==> config.mk <==
export PLATFORM = sky130hd
export DESIGN_NAME = id_ex_stage_flat
export DESIGN_NICKNAME = d
export VERILOG_FILES = /design/src/rtl/id_ex_stage_pkg.sv /design/src/rtl/id_ex_stage_if.sv /design/src/rtl/id_ex_stage_operand_fwd_mux.sv /design/src/rtl/id_ex_stage.sv /design/src/flat_wrapper.sv
export SDC_FILE = /design/constraint.sdc
export NUM_CORES = 1
export LEC_CHECK = 0
export BUFFER_PORTS_ARGS = -buffer_cell sky130_fd_sc_hd__buf_2
export CAP_MARGIN = 15
export CORE_AREA = 2 2 152 154
export CTS_BUF_LIST = sky130_fd_sc_hd__clkbuf_2 sky130_fd_sc_hd__clkbuf_4 sky130_fd_sc_hd__clkbuf_8
export DETAILED_ROUTE_END_ITERATION = 12
export DIE_AREA = 0 0 154 156
export GPL_TIMING_DRIVEN = 0
export PLACE_DENSITY_LB_ADDON = 0.08
export SYNTH_ARGS = -nofsm -noshare
export SYNTH_HDL_FRONTEND = slang
export SYNTH_SLANG_ARGS = --single-unit
==> constraint.sdc <==
create_clock -name clk -period 2.7 [get_ports clk]
set_input_delay 0.27 -clock clk [delete_from_list [all_inputs] [get_ports clk]]
set_output_delay 0.27 -clock clk [all_outputs]
set_load 0.01 [all_outputs]
==> src/rtl/id_ex_stage_pkg.sv <==
// Shared definitions for the ID/EX pipeline stage.
// Holds the datapath width default, field widths, the bit positions
// inside the 8-bit control word, the NOP control value, and a helper
// that detects a dependency of a decode-stage source on the EX stage.
package id_ex_stage_pkg;

  localparam int XLEN_DEFAULT = 32;
  localparam int REG_IDX_W    = 5;
  localparam int CTRL_W       = 8;
  localparam int CNT_W        = 16;

  // Control word bit positions; bits 7:4 are opaque and only passed along.
  localparam int CTRL_REG_WRITE = 0;
  localparam int CTRL_MEM_READ  = 1;
  localparam int CTRL_USES_RS1  = 2;
  localparam int CTRL_USES_RS2  = 3;

  localparam logic [CTRL_W-1:0] CTRL_NOP       = '0;
  localparam logic [CNT_W-1:0]  BUBBLE_CNT_MAX = '1;

  // True when the instruction sitting in EX writes the register that a
  // decode-stage source reads (x0 never counts as a dependency).
  function automatic logic ex_dependency(
    input logic                 ex_valid,
    input logic [CTRL_W-1:0]    ex_ctrl,
    input logic [REG_IDX_W-1:0] ex_rd,
    input logic [REG_IDX_W-1:0] src_index,
    input logic                 src_used
  );
    return ex_valid && ex_ctrl[CTRL_REG_WRITE] && (ex_rd != '0) &&
           (ex_rd == src_index) && src_used;
  endfunction

endpackage

==> src/rtl/id_ex_stage_if.sv <==
// Bundle of all signals crossing the ID/EX stage boundary.
//   master : drives the decode slot, bypass sources and flush; observes
//            stall_out, the EX register contents and bubble_count.
//   slave  : the id_ex_stage block itself.
interface id_ex_stage_if
  import id_ex_stage_pkg::*;
#(
  parameter int XLEN = XLEN_DEFAULT
);

  // Decode slot
  logic                 id_valid;
  logic [XLEN-1:0]      id_pc;
  logic [XLEN-1:0]      id_imm;
  logic [REG_IDX_W-1:0] id_rs1_index;
  logic [REG_IDX_W-1:0] id_rs2_index;
  logic [REG_IDX_W-1:0] id_rd_index;
  logic [XLEN-1:0]      id_rs1_data;
  logic [XLEN-1:0]      id_rs2_data;
  logic [CTRL_W-1:0]    id_ctrl;

  // Bypass sources
  logic                 mem_wb_en;
  logic [REG_IDX_W-1:0] mem_rd;
  logic [XLEN-1:0]      mem_result;
  logic                 wb_en;
  logic [REG_IDX_W-1:0] wb_rd;
  logic [XLEN-1:0]      wb_data;

  logic                 flush;
  logic                 stall_out;

  // ID/EX register contents
  logic                 ex_valid;
  logic [XLEN-1:0]      ex_pc;
  logic [XLEN-1:0]      ex_rs1_data;
  logic [XLEN-1:0]      ex_rs2_data;
  logic [XLEN-1:0]      ex_imm;
  logic [REG_IDX_W-1:0] ex_rd_index;
  logic [CTRL_W-1:0]    ex_ctrl;
  logic                 ex_fwd_rs1;
  logic                 ex_fwd_rs2;
  logic [CNT_W-1:0]     bubble_count;

  modport master (
    output id_valid, id_pc, id_imm, id_rs1_index, id_rs2_index, id_rd_index,
           id_rs1_data, id_rs2_data, id_ctrl,
           mem_wb_en, mem_rd, mem_result, wb_en, wb_rd, wb_data, flush,
    input  stall_out, ex_valid, ex_pc, ex_rs1_data, ex_rs2_data, ex_imm,
           ex_rd_index, ex_ctrl, ex_fwd_rs1, ex_fwd_rs2, bubble_count
  );

  modport slave (
    input  id_valid, id_pc, id_imm, id_rs1_index, id_rs2_index, id_rd_index,
           id_rs1_data, id_rs2_data, id_ctrl,
           mem_wb_en, mem_rd, mem_result, wb_en, wb_rd, wb_data, flush,
    output stall_out, ex_valid, ex_pc, ex_rs1_data, ex_rs2_data, ex_imm,
           ex_rd_index, ex_ctrl, ex_fwd_rs1, ex_fwd_rs2, bubble_count
  );

endinterface

==> src/rtl/id_ex_stage_operand_fwd_mux.sv <==
// Operand select for one decode-stage source register.
//   index_i                    : source register index
//   rf_data_i                  : register-file read data for that index
//   mem_wb_en_i/mem_rd_i/mem_result_i : MEM-stage writer (final value)
//   wb_en_i/wb_rd_i/wb_data_i  : writeback port, same cycle as the RF write
//   operand_o                  : value to capture into ID/EX
// Priority: x0 -> 0, then MEM (younger), then WB, then the register file.
// The WB leg covers the write that lands in the register file on this
// very edge and therefore is not yet visible on the read port.
module operand_fwd_mux
  import id_ex_stage_pkg::*;
#(
  parameter int XLEN = XLEN_DEFAULT
) (
  input  logic [REG_IDX_W-1:0] index_i,
  input  logic [XLEN-1:0]      rf_data_i,
  input  logic                 mem_wb_en_i,
  input  logic [REG_IDX_W-1:0] mem_rd_i,
  input  logic [XLEN-1:0]      mem_result_i,
  input  logic                 wb_en_i,
  input  logic [REG_IDX_W-1:0] wb_rd_i,
  input  logic [XLEN-1:0]      wb_data_i,
  output logic [XLEN-1:0]      operand_o
);

  always_comb begin
    // NOTE: assign a default before any branch so no path leaves the
    // output unassigned, which would infer a latch.
    operand_o = rf_data_i;
    if (index_i == '0) begin
      operand_o = '0;
    end else if (mem_wb_en_i && (mem_rd_i == index_i)) begin
      operand_o = mem_result_i;
    end else if (wb_en_i && (wb_rd_i == index_i)) begin
      operand_o = wb_data_i;
    end
  end

endmodule

==> src/rtl/id_ex_stage.sv <==
// ID/EX pipeline register with operand bypass and load-use interlock.
//   clk    : rising-edge clock
//   rst_n  : asynchronous active-low reset
//   bus    : id_ex_stage_if.slave -- decode slot, MEM/WB bypass sources,
//            flush in; stall_out, EX register contents, forward-from-EX
//            flags and the saturating stall-bubble counter out.
// A dependency on a load in EX stalls exactly one cycle; a dependency on
// any other writer in EX is flagged so EX can reuse its own last result.
module id_ex_stage
  import id_ex_stage_pkg::*;
#(
  parameter int XLEN = XLEN_DEFAULT
) (
  input logic          clk,
  input logic          rst_n,
  id_ex_stage_if.slave bus
);

  logic [XLEN-1:0] rs1_fwd;
  logic [XLEN-1:0] rs2_fwd;
  logic            dep_rs1;
  logic            dep_rs2;
  logic            load_use;
  logic            stall;

  logic                 ex_valid_q,    ex_valid_d;
  logic [XLEN-1:0]      ex_pc_q,       ex_pc_d;
  logic [XLEN-1:0]      ex_rs1_data_q, ex_rs1_data_d;
  logic [XLEN-1:0]      ex_rs2_data_q, ex_rs2_data_d;
  logic [XLEN-1:0]      ex_imm_q,      ex_imm_d;
  logic [REG_IDX_W-1:0] ex_rd_index_q, ex_rd_index_d;
  logic [CTRL_W-1:0]    ex_ctrl_q,     ex_ctrl_d;
  logic                 ex_fwd_rs1_q,  ex_fwd_rs1_d;
  logic                 ex_fwd_rs2_q,  ex_fwd_rs2_d;
  logic [CNT_W-1:0]     bubble_count_q, bubble_count_d;

  operand_fwd_mux #(.XLEN(XLEN)) u_rs1_mux (
    .index_i      (bus.id_rs1_index),
    .rf_data_i    (bus.id_rs1_data),
    .mem_wb_en_i  (bus.mem_wb_en),
    .mem_rd_i     (bus.mem_rd),
    .mem_result_i (bus.mem_result),
    .wb_en_i      (bus.wb_en),
    .wb_rd_i      (bus.wb_rd),
    .wb_data_i    (bus.wb_data),
    .operand_o    (rs1_fwd)
  );

  operand_fwd_mux #(.XLEN(XLEN)) u_rs2_mux (
    .index_i      (bus.id_rs2_index),
    .rf_data_i    (bus.id_rs2_data),
    .mem_wb_en_i  (bus.mem_wb_en),
    .mem_rd_i     (bus.mem_rd),
    .mem_result_i (bus.mem_result),
    .wb_en_i      (bus.wb_en),
    .wb_rd_i      (bus.wb_rd),
    .wb_data_i    (bus.wb_data),
    .operand_o    (rs2_fwd)
  );

  assign dep_rs1 = ex_dependency(ex_valid_q, ex_ctrl_q, ex_rd_index_q,
                                 bus.id_rs1_index, bus.id_ctrl[CTRL_USES_RS1]);
  assign dep_rs2 = ex_dependency(ex_valid_q, ex_ctrl_q, ex_rd_index_q,
                                 bus.id_rs2_index, bus.id_ctrl[CTRL_USES_RS2]);

  // Load data only exists once the load reaches MEM, so a consumer right
  // behind it must wait one cycle and then pick it up through the MEM bypass.
  assign load_use = bus.id_valid && ex_ctrl_q[CTRL_MEM_READ] && (dep_rs1 || dep_rs2);
  assign stall    = rst_n && load_use;

  always_comb begin
    ex_valid_d     = ex_valid_q;
    ex_pc_d        = ex_pc_q;
    ex_rs1_data_d  = ex_rs1_data_q;
    ex_rs2_data_d  = ex_rs2_data_q;
    ex_imm_d       = ex_imm_q;
    ex_rd_index_d  = ex_rd_index_q;
    ex_ctrl_d      = ex_ctrl_q;
    ex_fwd_rs1_d   = ex_fwd_rs1_q;
    ex_fwd_rs2_d   = ex_fwd_rs2_q;
    bubble_count_d = bubble_count_q;

    if (bus.flush || stall) begin
      // Bubble: only the qualifying fields are cleared, the data fields hold.
      ex_valid_d   = 1'b0;
      ex_ctrl_d    = CTRL_NOP;
      ex_fwd_rs1_d = 1'b0;
      ex_fwd_rs2_d = 1'b0;
    end else begin
      ex_valid_d    = bus.id_valid;
      ex_pc_d       = bus.id_pc;
      ex_rs1_data_d = rs1_fwd;
      ex_rs2_data_d = rs2_fwd;
      ex_imm_d      = bus.id_imm;
      ex_rd_index_d = bus.id_rd_index;
      ex_ctrl_d     = bus.id_valid ? bus.id_ctrl : CTRL_NOP;
      ex_fwd_rs1_d  = bus.id_valid && dep_rs1;
      ex_fwd_rs2_d  = bus.id_valid && dep_rs2;
    end

    // Only bubbles caused by the interlock are counted; a flush wins the slot.
    if (stall && !bus.flush && (bubble_count_q != BUBBLE_CNT_MAX)) begin
      bubble_count_d = bubble_count_q + CNT_W'(1);
    end
  end

  // NOTE: sequential state uses non-blocking assignments so every register
  // samples the pre-edge values regardless of statement order.
  always_ff @(posedge clk or negedge rst_n) begin
    if (!rst_n) begin
      // NOTE: the data fields are cleared as well, not just the valid/ctrl
      // qualifiers, so the EX outputs are fully defined straight out of reset.
      ex_valid_q     <= 1'b0;
      ex_pc_q        <= '0;
      ex_rs1_data_q  <= '0;
      ex_rs2_data_q  <= '0;
      ex_imm_q       <= '0;
      ex_rd_index_q  <= '0;
      ex_ctrl_q      <= CTRL_NOP;
      ex_fwd_rs1_q   <= 1'b0;
      ex_fwd_rs2_q   <= 1'b0;
      bubble_count_q <= '0;
    end else begin
      ex_valid_q     <= ex_valid_d;
      ex_pc_q        <= ex_pc_d;
      ex_rs1_data_q  <= ex_rs1_data_d;
      ex_rs2_data_q  <= ex_rs2_data_d;
      ex_imm_q       <= ex_imm_d;
      ex_rd_index_q  <= ex_rd_index_d;
      ex_ctrl_q      <= ex_ctrl_d;
      ex_fwd_rs1_q   <= ex_fwd_rs1_d;
      ex_fwd_rs2_q   <= ex_fwd_rs2_d;
      bubble_count_q <= bubble_count_d;
    end
  end

  assign bus.stall_out    = stall;
  assign bus.ex_valid     = ex_valid_q;
  assign bus.ex_pc        = ex_pc_q;
  assign bus.ex_rs1_data  = ex_rs1_data_q;
  assign bus.ex_rs2_data  = ex_rs2_data_q;
  assign bus.ex_imm       = ex_imm_q;
  assign bus.ex_rd_index  = ex_rd_index_q;
  assign bus.ex_ctrl      = ex_ctrl_q;
  assign bus.ex_fwd_rs1   = ex_fwd_rs1_q;
  assign bus.ex_fwd_rs2   = ex_fwd_rs2_q;
  assign bus.bubble_count = bubble_count_q;

endmodule

==> src/flat_wrapper.sv <==
// flat-port wrapper written by rule: the top's interface ports become plain ports
module id_ex_stage_flat import id_ex_stage_pkg::*;
#(
  parameter int XLEN = XLEN_DEFAULT
)
  (clk, rst_n, bus_id_valid, bus_id_pc, bus_id_imm, bus_id_rs1_index, bus_id_rs2_index, bus_id_rd_index, bus_id_rs1_data, bus_id_rs2_data, bus_id_ctrl, bus_mem_wb_en, bus_mem_rd, bus_mem_result, bus_wb_en, bus_wb_rd, bus_wb_data, bus_flush, bus_stall_out, bus_ex_valid, bus_ex_pc, bus_ex_rs1_data, bus_ex_rs2_data, bus_ex_imm, bus_ex_rd_index, bus_ex_ctrl, bus_ex_fwd_rs1, bus_ex_fwd_rs2, bus_bubble_count);
  id_ex_stage_if #(.XLEN(XLEN)) bus_i ();
  input logic clk;
  input logic rst_n;
  input wire logic [$bits(bus_i.id_valid)-1:0] bus_id_valid;
  input wire logic [$bits(bus_i.id_pc)-1:0] bus_id_pc;
  input wire logic [$bits(bus_i.id_imm)-1:0] bus_id_imm;
  input wire logic [$bits(bus_i.id_rs1_index)-1:0] bus_id_rs1_index;
  input wire logic [$bits(bus_i.id_rs2_index)-1:0] bus_id_rs2_index;
  input wire logic [$bits(bus_i.id_rd_index)-1:0] bus_id_rd_index;
  input wire logic [$bits(bus_i.id_rs1_data)-1:0] bus_id_rs1_data;
  input wire logic [$bits(bus_i.id_rs2_data)-1:0] bus_id_rs2_data;
  input wire logic [$bits(bus_i.id_ctrl)-1:0] bus_id_ctrl;
  input wire logic [$bits(bus_i.mem_wb_en)-1:0] bus_mem_wb_en;
  input wire logic [$bits(bus_i.mem_rd)-1:0] bus_mem_rd;
  input wire logic [$bits(bus_i.mem_result)-1:0] bus_mem_result;
  input wire logic [$bits(bus_i.wb_en)-1:0] bus_wb_en;
  input wire logic [$bits(bus_i.wb_rd)-1:0] bus_wb_rd;
  input wire logic [$bits(bus_i.wb_data)-1:0] bus_wb_data;
  input wire logic [$bits(bus_i.flush)-1:0] bus_flush;
  output wire logic [$bits(bus_i.stall_out)-1:0] bus_stall_out;
  output wire logic [$bits(bus_i.ex_valid)-1:0] bus_ex_valid;
  output wire logic [$bits(bus_i.ex_pc)-1:0] bus_ex_pc;
  output wire logic [$bits(bus_i.ex_rs1_data)-1:0] bus_ex_rs1_data;
  output wire logic [$bits(bus_i.ex_rs2_data)-1:0] bus_ex_rs2_data;
  output wire logic [$bits(bus_i.ex_imm)-1:0] bus_ex_imm;
  output wire logic [$bits(bus_i.ex_rd_index)-1:0] bus_ex_rd_index;
  output wire logic [$bits(bus_i.ex_ctrl)-1:0] bus_ex_ctrl;
  output wire logic [$bits(bus_i.ex_fwd_rs1)-1:0] bus_ex_fwd_rs1;
  output wire logic [$bits(bus_i.ex_fwd_rs2)-1:0] bus_ex_fwd_rs2;
  output wire logic [$bits(bus_i.bubble_count)-1:0] bus_bubble_count;
  assign bus_i.id_valid = bus_id_valid;
  assign bus_i.id_pc = bus_id_pc;
  assign bus_i.id_imm = bus_id_imm;
  assign bus_i.id_rs1_index = bus_id_rs1_index;
  assign bus_i.id_rs2_index = bus_id_rs2_index;
  assign bus_i.id_rd_index = bus_id_rd_index;
  assign bus_i.id_rs1_data = bus_id_rs1_data;
  assign bus_i.id_rs2_data = bus_id_rs2_data;
  assign bus_i.id_ctrl = bus_id_ctrl;
  assign bus_i.mem_wb_en = bus_mem_wb_en;
  assign bus_i.mem_rd = bus_mem_rd;
  assign bus_i.mem_result = bus_mem_result;
  assign bus_i.wb_en = bus_wb_en;
  assign bus_i.wb_rd = bus_wb_rd;
  assign bus_i.wb_data = bus_wb_data;
  assign bus_i.flush = bus_flush;
  assign bus_stall_out = bus_i.stall_out;
  assign bus_ex_valid = bus_i.ex_valid;
  assign bus_ex_pc = bus_i.ex_pc;
  assign bus_ex_rs1_data = bus_i.ex_rs1_data;
  assign bus_ex_rs2_data = bus_i.ex_rs2_data;
  assign bus_ex_imm = bus_i.ex_imm;
  assign bus_ex_rd_index = bus_i.ex_rd_index;
  assign bus_ex_ctrl = bus_i.ex_ctrl;
  assign bus_ex_fwd_rs1 = bus_i.ex_fwd_rs1;
  assign bus_ex_fwd_rs2 = bus_i.ex_fwd_rs2;
  assign bus_bubble_count = bus_i.bubble_count;
  id_ex_stage #(.XLEN(XLEN)) u_core (.clk(clk), .rst_n(rst_n), .bus(bus_i));
endmodule
Yosys cells after proc, flatten, opt, wreduce, memory -nomap -nowiden --
Cells that the tools add are included.
Operators by class: multiplexer cells 11, add/sub/neg operators 1, reduce and logical (&&, ||, !) cells 23, equality and inequality tests 7
Operator list (count):
- $mux W32 | 6
- $eq A5 B5 Y1 | 6
- $logic_and A1 B1 Y1 | 17
- $add A16 B1 Y16 const B | 1
- $mux W8 | 2
- $ne A16 B16 Y1 const B | 1
- $logic_not A5 Y1 | 2
- $reduce_bool A5 Y1 | 1
- $mux W1 | 3
- $logic_or A1 B1 Y1 | 2
- $logic_not A1 Y1 | 1
Word-level totals: logic and storage cells 52, input port bits 231, bits in registers 160

Depth between registers and ports, before layout --
depth in word-level cells 9, gate-level depth with buffers 8, mapped depth without buffers 7

Cells and area by module --
Synthesis repeated with hierarchy kept, for this count alone.
Second synthesis, totals: cell total of the unflattened synthesis 781, area total of the unflattened synthesis 9017.4 um2
Modules (own cells, without submodules):
- id_ex_stage | area an instance 6510.0 um2, cells each 389, instances 1
- operand_fwd_mux | area an instance 1253.7 um2, cells each 196, instances 2

Worst setup path after synthesis --
No wires, ideal clock.
path type reg2reg, start point register u_core.ex_rd_index_q[0] (netlist: u_core.bus.ex_rd_index[0]), end point register u_core.ex_imm_q[0] (netlist: u_core.bus.ex_imm[0]), data required time 2.575 ns, period minus slack after synthesis 2.138 ns, arrival 2.013 ns, stages on the path, launching flop included 9, slack 0.562 ns, buffers on the path 2, cell sequence dfrtp_1 -> or4_1 -> o211ai_2 -> nor2_1 -> o21ai_4 -> nand2b_2 -> buf_6 -> buf_6 -> mux2_4
On the way: longest elaborated chain between the ends 8, elaborated cells on any way between the ends 12, those cells by class eq/ne (2); reduce/logical (10)
Ends and longest elaborated chain:
- start, declared | RTL line id_ex_stage.sv:31 | logic [REG_IDX_W-1:0] ex_rd_index_q, ex_rd_index_d;
- start signal, assigned | RTL line id_ex_stage.sv:129 | ex_rd_index_q <= ex_rd_index_d;
- $reduce_bool A5 Y1 | RTL line id_ex_stage_pkg.sv:30 | return ex_valid && ex_ctrl[CTRL_REG_WRITE] && (ex_rd != '0) &&
- $logic_and A1 B1 Y1 (2 in a row) | RTL line id_ex_stage_pkg.sv:30
- $logic_and A1 B1 Y1 | RTL line id_ex_stage_pkg.sv:31 | (ex_rd == src_index) && src_used;
- $logic_or A1 B1 Y1 (*) | RTL line id_ex_stage.sv:68 | assign load_use = bus.id_valid && ex_ctrl_q[CTRL_MEM_READ] && (dep_rs1 || dep_rs2);
- $logic_and A1 B1 Y1 (*) | RTL line id_ex_stage.sv:68
- $logic_and A1 B1 Y1 (*) | RTL line id_ex_stage.sv:69 | assign stall = rst_n && load_use;
- $logic_or A1 B1 Y1 (*) | RTL line id_ex_stage.sv:83 | if (bus.flush || stall) begin
- end signal, assigned | RTL line id_ex_stage.sv:128 | ex_imm_q <= ex_imm_d;
- end, declared | RTL line id_ex_stage.sv:30 | logic [XLEN-1:0] ex_imm_q, ex_imm_d;
Every way passes the cells marked *; elsewhere a longest branch is shown, timed or not. A chain may end at the register's enable or synchronous reset.

Worst setup path after layout --
start point register u_core.ex_rd_index_q[0] (netlist: u_core.bus.ex_rd_index[0]), end point output port bus_stall_out
On the way: longest elaborated chain between the ends 7, elaborated cells on any way between the ends 11, those cells by class eq/ne (2); reduce/logical (9)
Ends and longest elaborated chain:
- $reduce_bool A5 Y1 | RTL line id_ex_stage_pkg.sv:30
- $logic_and A1 B1 Y1 (2 in a row) | RTL line id_ex_stage_pkg.sv:30
- $logic_and A1 B1 Y1 | RTL line id_ex_stage_pkg.sv:31
- $logic_or A1 B1 Y1 (*) | RTL line id_ex_stage.sv:68
- $logic_and A1 B1 Y1 (*) | RTL line id_ex_stage.sv:68
- $logic_and A1 B1 Y1 (*) | RTL line id_ex_stage.sv:69
- end, declared | RTL line flat_wrapper.sv:26 | output wire logic [$bits(bus_i.stall_out)-1:0] bus_stall_out;
Marked as above.

==> results.txt <==
----------------------------------------------------
[Worst setup path]
  Required time at the worst-slack endpoint ... 2430 ps
  Critical Path Start Type ... flip-flop
  Crit end category ... primary output
  Critical path fanouts, max ... 8
  Arrival @ worst endpoint ... 2240 ps
  Category of the critical setup timing path ... flip-flop to primary output

[Yosys]
  Count of state elements after synthesis ... 160
  Cell with the most instances after synthesis ... sky130_fd_sc_hd__dfrtp_1
  List of most frequent post-synthesis cells ... 160 x sky130_fd_sc_hd__dfrtp_1, 73 x sky130_fd_sc_hd__nand2_1, 70 x sky130_fd_sc_hd__nor2_1
  Synthesized Nets ... 924
  Portion of the post-synthesis area used by sequential elements ... 50.61%
  Count of distinct cell types in the synthesized netlist ... 44
  Largest area contributor in the synthesized netlist ... sky130_fd_sc_hd__dfrtp_1
  Number of standard cells after synthesis ... 692
  Area share of the largest cell type after synthesis ... 50.61%
  Number of enable-type register cells in the synthesized netlist ... 0
  Cell area after technology mapping ... 7911 sq um
  Syn avg cell area ... 11.43 sq um
  Share of flip-flops with an asynchronous set or reset after synthesis ... 100.0%
  Top area cells in the synthesized netlist ... sky130_fd_sc_hd__dfrtp_1 51%, sky130_fd_sc_hd__mux2_4 9.5%, sky130_fd_sc_hd__a32o_1 4.0%
  Ys Warns ... 0
  Predominant post-synthesis flop cell ... sky130_fd_sc_hd__dfrtp_1

[Power]
  Switch share ... 29.80%
  LEAKAGE ... 5.485 nW
  Power share of the clock group ... 31.8%
  Share of total power in sequential cells ... 47.9%
  Switching power ... 0.001698 W
  Areal power density over the cells ... 530.9 nW/um^2
  Worst VDD drop ... 0.3072 mV
  Total internal power ... 0.003999 W
  Part of the power in combinational logic ... 20.4%
  Pwr Total ... 0.005697 W

[Timing]
  Post-layout worst setup margin ... 185.8 ps
  Peak clock frequency supported by timing ... 397.7 MHz
  Slew Limit Fails ... 0
  Post-route fraction of the period consumed by the critical path ... 93.12%
  Pin slew with the least headroom to its limit ... 657.8 ps
  Max-Slew Margin vs Limit ... 56.14%
  Final setup violation count ... 0
  Fin crit period ... 2514 ps
  Layout Skew ... 21.94 ps
  Unrepaired setup endpoints after global routing ... false
  Hold violation total from the final report ... 0

[Clock network]
  Post-CTS repair timing setup buffer count ... 0
  Clock-pin slew reported for the worst setup and hold paths after clock tree synthesis ... 90 ps
  Total CTS buffers ... 17
  Clock tree root driver cell ... sky130_fd_sc_hd__clkbuf_8
  H-tree levels ... 4
  Num Clock Sinks ... 160
  Clock insertion delay at the later pin of the skew report ... 460 ps
  Clock tree from TritonCTS ... built
  Number of buffers on the longest clock path ... 2

[Placement]
  Count of buffers inserted at the top-level ports ... 391
  Final weighted congestion in routability-driven placement ... 0.8815
  Post-placement cell count ... 1,369
  Sum of net half-perimeters after detailed placement ... 21,410 microns
  Pre-CTS setup slack ... 107.8 ps

[Cells and area]
  Count of fill cells added during filler insertion ... 2,244
  Area overhead of the layout relative to synthesis ... 35.65%
  Filler-free cell count of the finished design ... 1,414
  Area occupied by registers ... 4004 sq um
  Share of layout cells above drive strength 1 ... 46.39%
  Core utilization of the finished layout ... 47.98%
  Final net count ... 1,340
  Area of the multi-input gates ... 3612 sq um

[Global route]
  Number of antenna violations at the first check in global routing ... 9
  Global-route wire length before repair ... 42,660 microns
  Maximum number of pins on one net before global-route repair ... 94
  Overall overflow remaining after global route ... 0
  GR Util All Layers ... 23.13%
  Via count of the first global-routing pass ... 7,339

[Routing]
  Post-route DRC violation count ... 0
  Met1 routed wirelength after detailed routing ... 11,920 microns
  Total length of routed met3 wires ... 2341 microns
  Via density per instance ... 5.079
  Uppermost layer routed ... met5
  Met2 WL ... 13,530 microns
  Iter 0 DRT Violations ... 362
  Wire per inst ... 20.00 microns
  Final WL ... 28,280 microns
  DR pass1 iterations ... 5
  Routed vias ... 7,182
  Final antenna-violating net count ... 0

[Floorplan]
  Initial cell density of the core ... 35.37%
  DIE HEIGHT ... 156 microns
  Die span in x ... 154 microns
  Placeable core region ... 22,370 sq um
  Row cnt ... 55
  Die Outline Area ... 24,020 sq um
  Boundary Pins ... 392

[Run]
  Maxcap violations ... 0

[Worst hold path]
  Class of the tightest hold or removal check ... primary input to flip-flop

[Run status]
  Outcome ... complete, no violations

----------------------------------------------------
==> cell usage in the layout, fill, tap and decap left out, drive strengths merged, types with 2 or more instances in the layout <==
cell	netlist	layout
buf	22	413
dfrtp	160	160
nand2	73	73
nor2	71	71
mux2	70	70
clkbuf	27	48
a21oi	33	33
a31oi	32	32
a22o	32	32
mux2i	32	32
a32o	32	32
xor2	30	30
xnor2	12	12
nor4	12	12
and3	11	11
inv	5	9
diode	0	8
nor3	8	8
nand3	6	6
nand4	5	5
clkinv	0	5
dlygate4sd3	0	5
or4	2	2
and4	2	2
and2	2	2
nor2b	2	2
clkinvlp	0	2
o211ai	2	2
o21ai	2	2
nand2b	2	2
==> timing repair <==
| action | 4_1_cts | 5_1_grt |
|---|---|---|
| endpoints found under the hold margin | 70 | 1 |
| resized for setup | 0 | 2 |
| hold buffers | 4 | 1 |
| endpoints found under the setup margin | 0 | 11 |
==> cells by family (layout without fill, tap and decap cells) <==
family	count (synthesis)	after routing	synth area share (%)
buffers and inverters	54	483	3.795
muxes	102	102	16.38
DFF	160	160	50.61
AOI/OAI and AO/OA	136	136	13.08
xor gates and xnor gates	42	42	4.650
adders and majority gates	1	1	0.1581
other	0	8	0
and+or+nand+nor	197	197	11.32
==> through the flow <==
step                TNS [ps]  hold slack [ps]  area, sq um
floorplan                  0           -25.59         7911
global placement     -543070            469.2        10220
detailed placement         0            271.7        10260
CTS                        0           0.2647        10700
global route               0            5.471        10730
finish                     0            33.83        10730
==> layer usage <==
layer	track usage, %	vias to the layer above
met1	29.40	3482
met3	6.944	30
li1	-	3351
met2	37.73	317
met5	0	-
met4	7.788	2
==> final cells by class <==
type	instances	share of cell area, %
clock inverter	12	1.154
buffer	49	2.635
clock buffer	20	2.507
tap	285	3.323
timing repair buffer	397	19.05
inverter	5	0.1749
multi-input combinational	478	33.66
antenna	8	0.1865
sequential	160	37.31
==> flip-flops by register name, indices dropped and copies added, names as in the netlist <==
register                 count
u_core.bus.ex_fwd_rs2        1
u_core.bus.ex_fwd_rs1        1
u_core.bus.ex_ctrl           8
u_core.bus.ex_rs1_data      32
u_core.bus.bubble_count     16
u_core.bus.ex_valid          1
u_core.bus.ex_rd_index       5
u_core.bus.ex_rs2_data      32
u_core.bus.ex_pc            32
u_core.bus.ex_imm           32
==> power by group through the flow <==
| stage | Combinational, W | Clock, W | Sequential, W |
|---|---|---|---|
| finish | 0.00116 | 0.00181 | 0.00273 |
| global route | 0.00127 | 0.00196 | 0.00275 |
| CTS | 0.00117 | 0.00186 | 0.00273 |
| detailed placement | 0.00117 | 0 | 0.00277 |
| global placement | 0.00116 | 0 | 0.00276 |
| floorplan | 0.000456 | 0 | 0.00287 |
==> final timing paths <==
check                                           startpoint                    endpoint  slack, ps  cells after the start
min in group asynchronous                            rst_n       u_core.bus.ex_ctrl[2]        330                      2
worst min register to register  u_core.bus.ex_rs1_data[16]  u_core.bus.ex_rs1_data[16]        490                      1
worst max-delay path             u_core.bus.ex_rd_index[0]               bus_stall_out        190                      6
worst min-delay path                         bus_id_imm[6]        u_core.bus.ex_imm[6]         30                      2
worst max register to register   u_core.bus.ex_rd_index[0]  u_core.bus.ex_rs2_data[20]        290                      8
max in group asynchronous                            rst_n  u_core.bus.ex_rs2_data[16]       1500                      3
==> worst max-delay path, stage by stage (launching register included) <==
cell and delay [ps]:
sky130_fd_sc_hd__dfrtp_1 450, sky130_fd_sc_hd__or4_1 590, sky130_fd_sc_hd__o211ai_2 210, sky130_fd_sc_hd__nor2_1 100, sky130_fd_sc_hd__o21ai_4 140, sky130_fd_sc_hd__inv_2 130
sky130_fd_sc_hd__buf_2 170
Note: power is estimated with default switching activity, not from simulation.
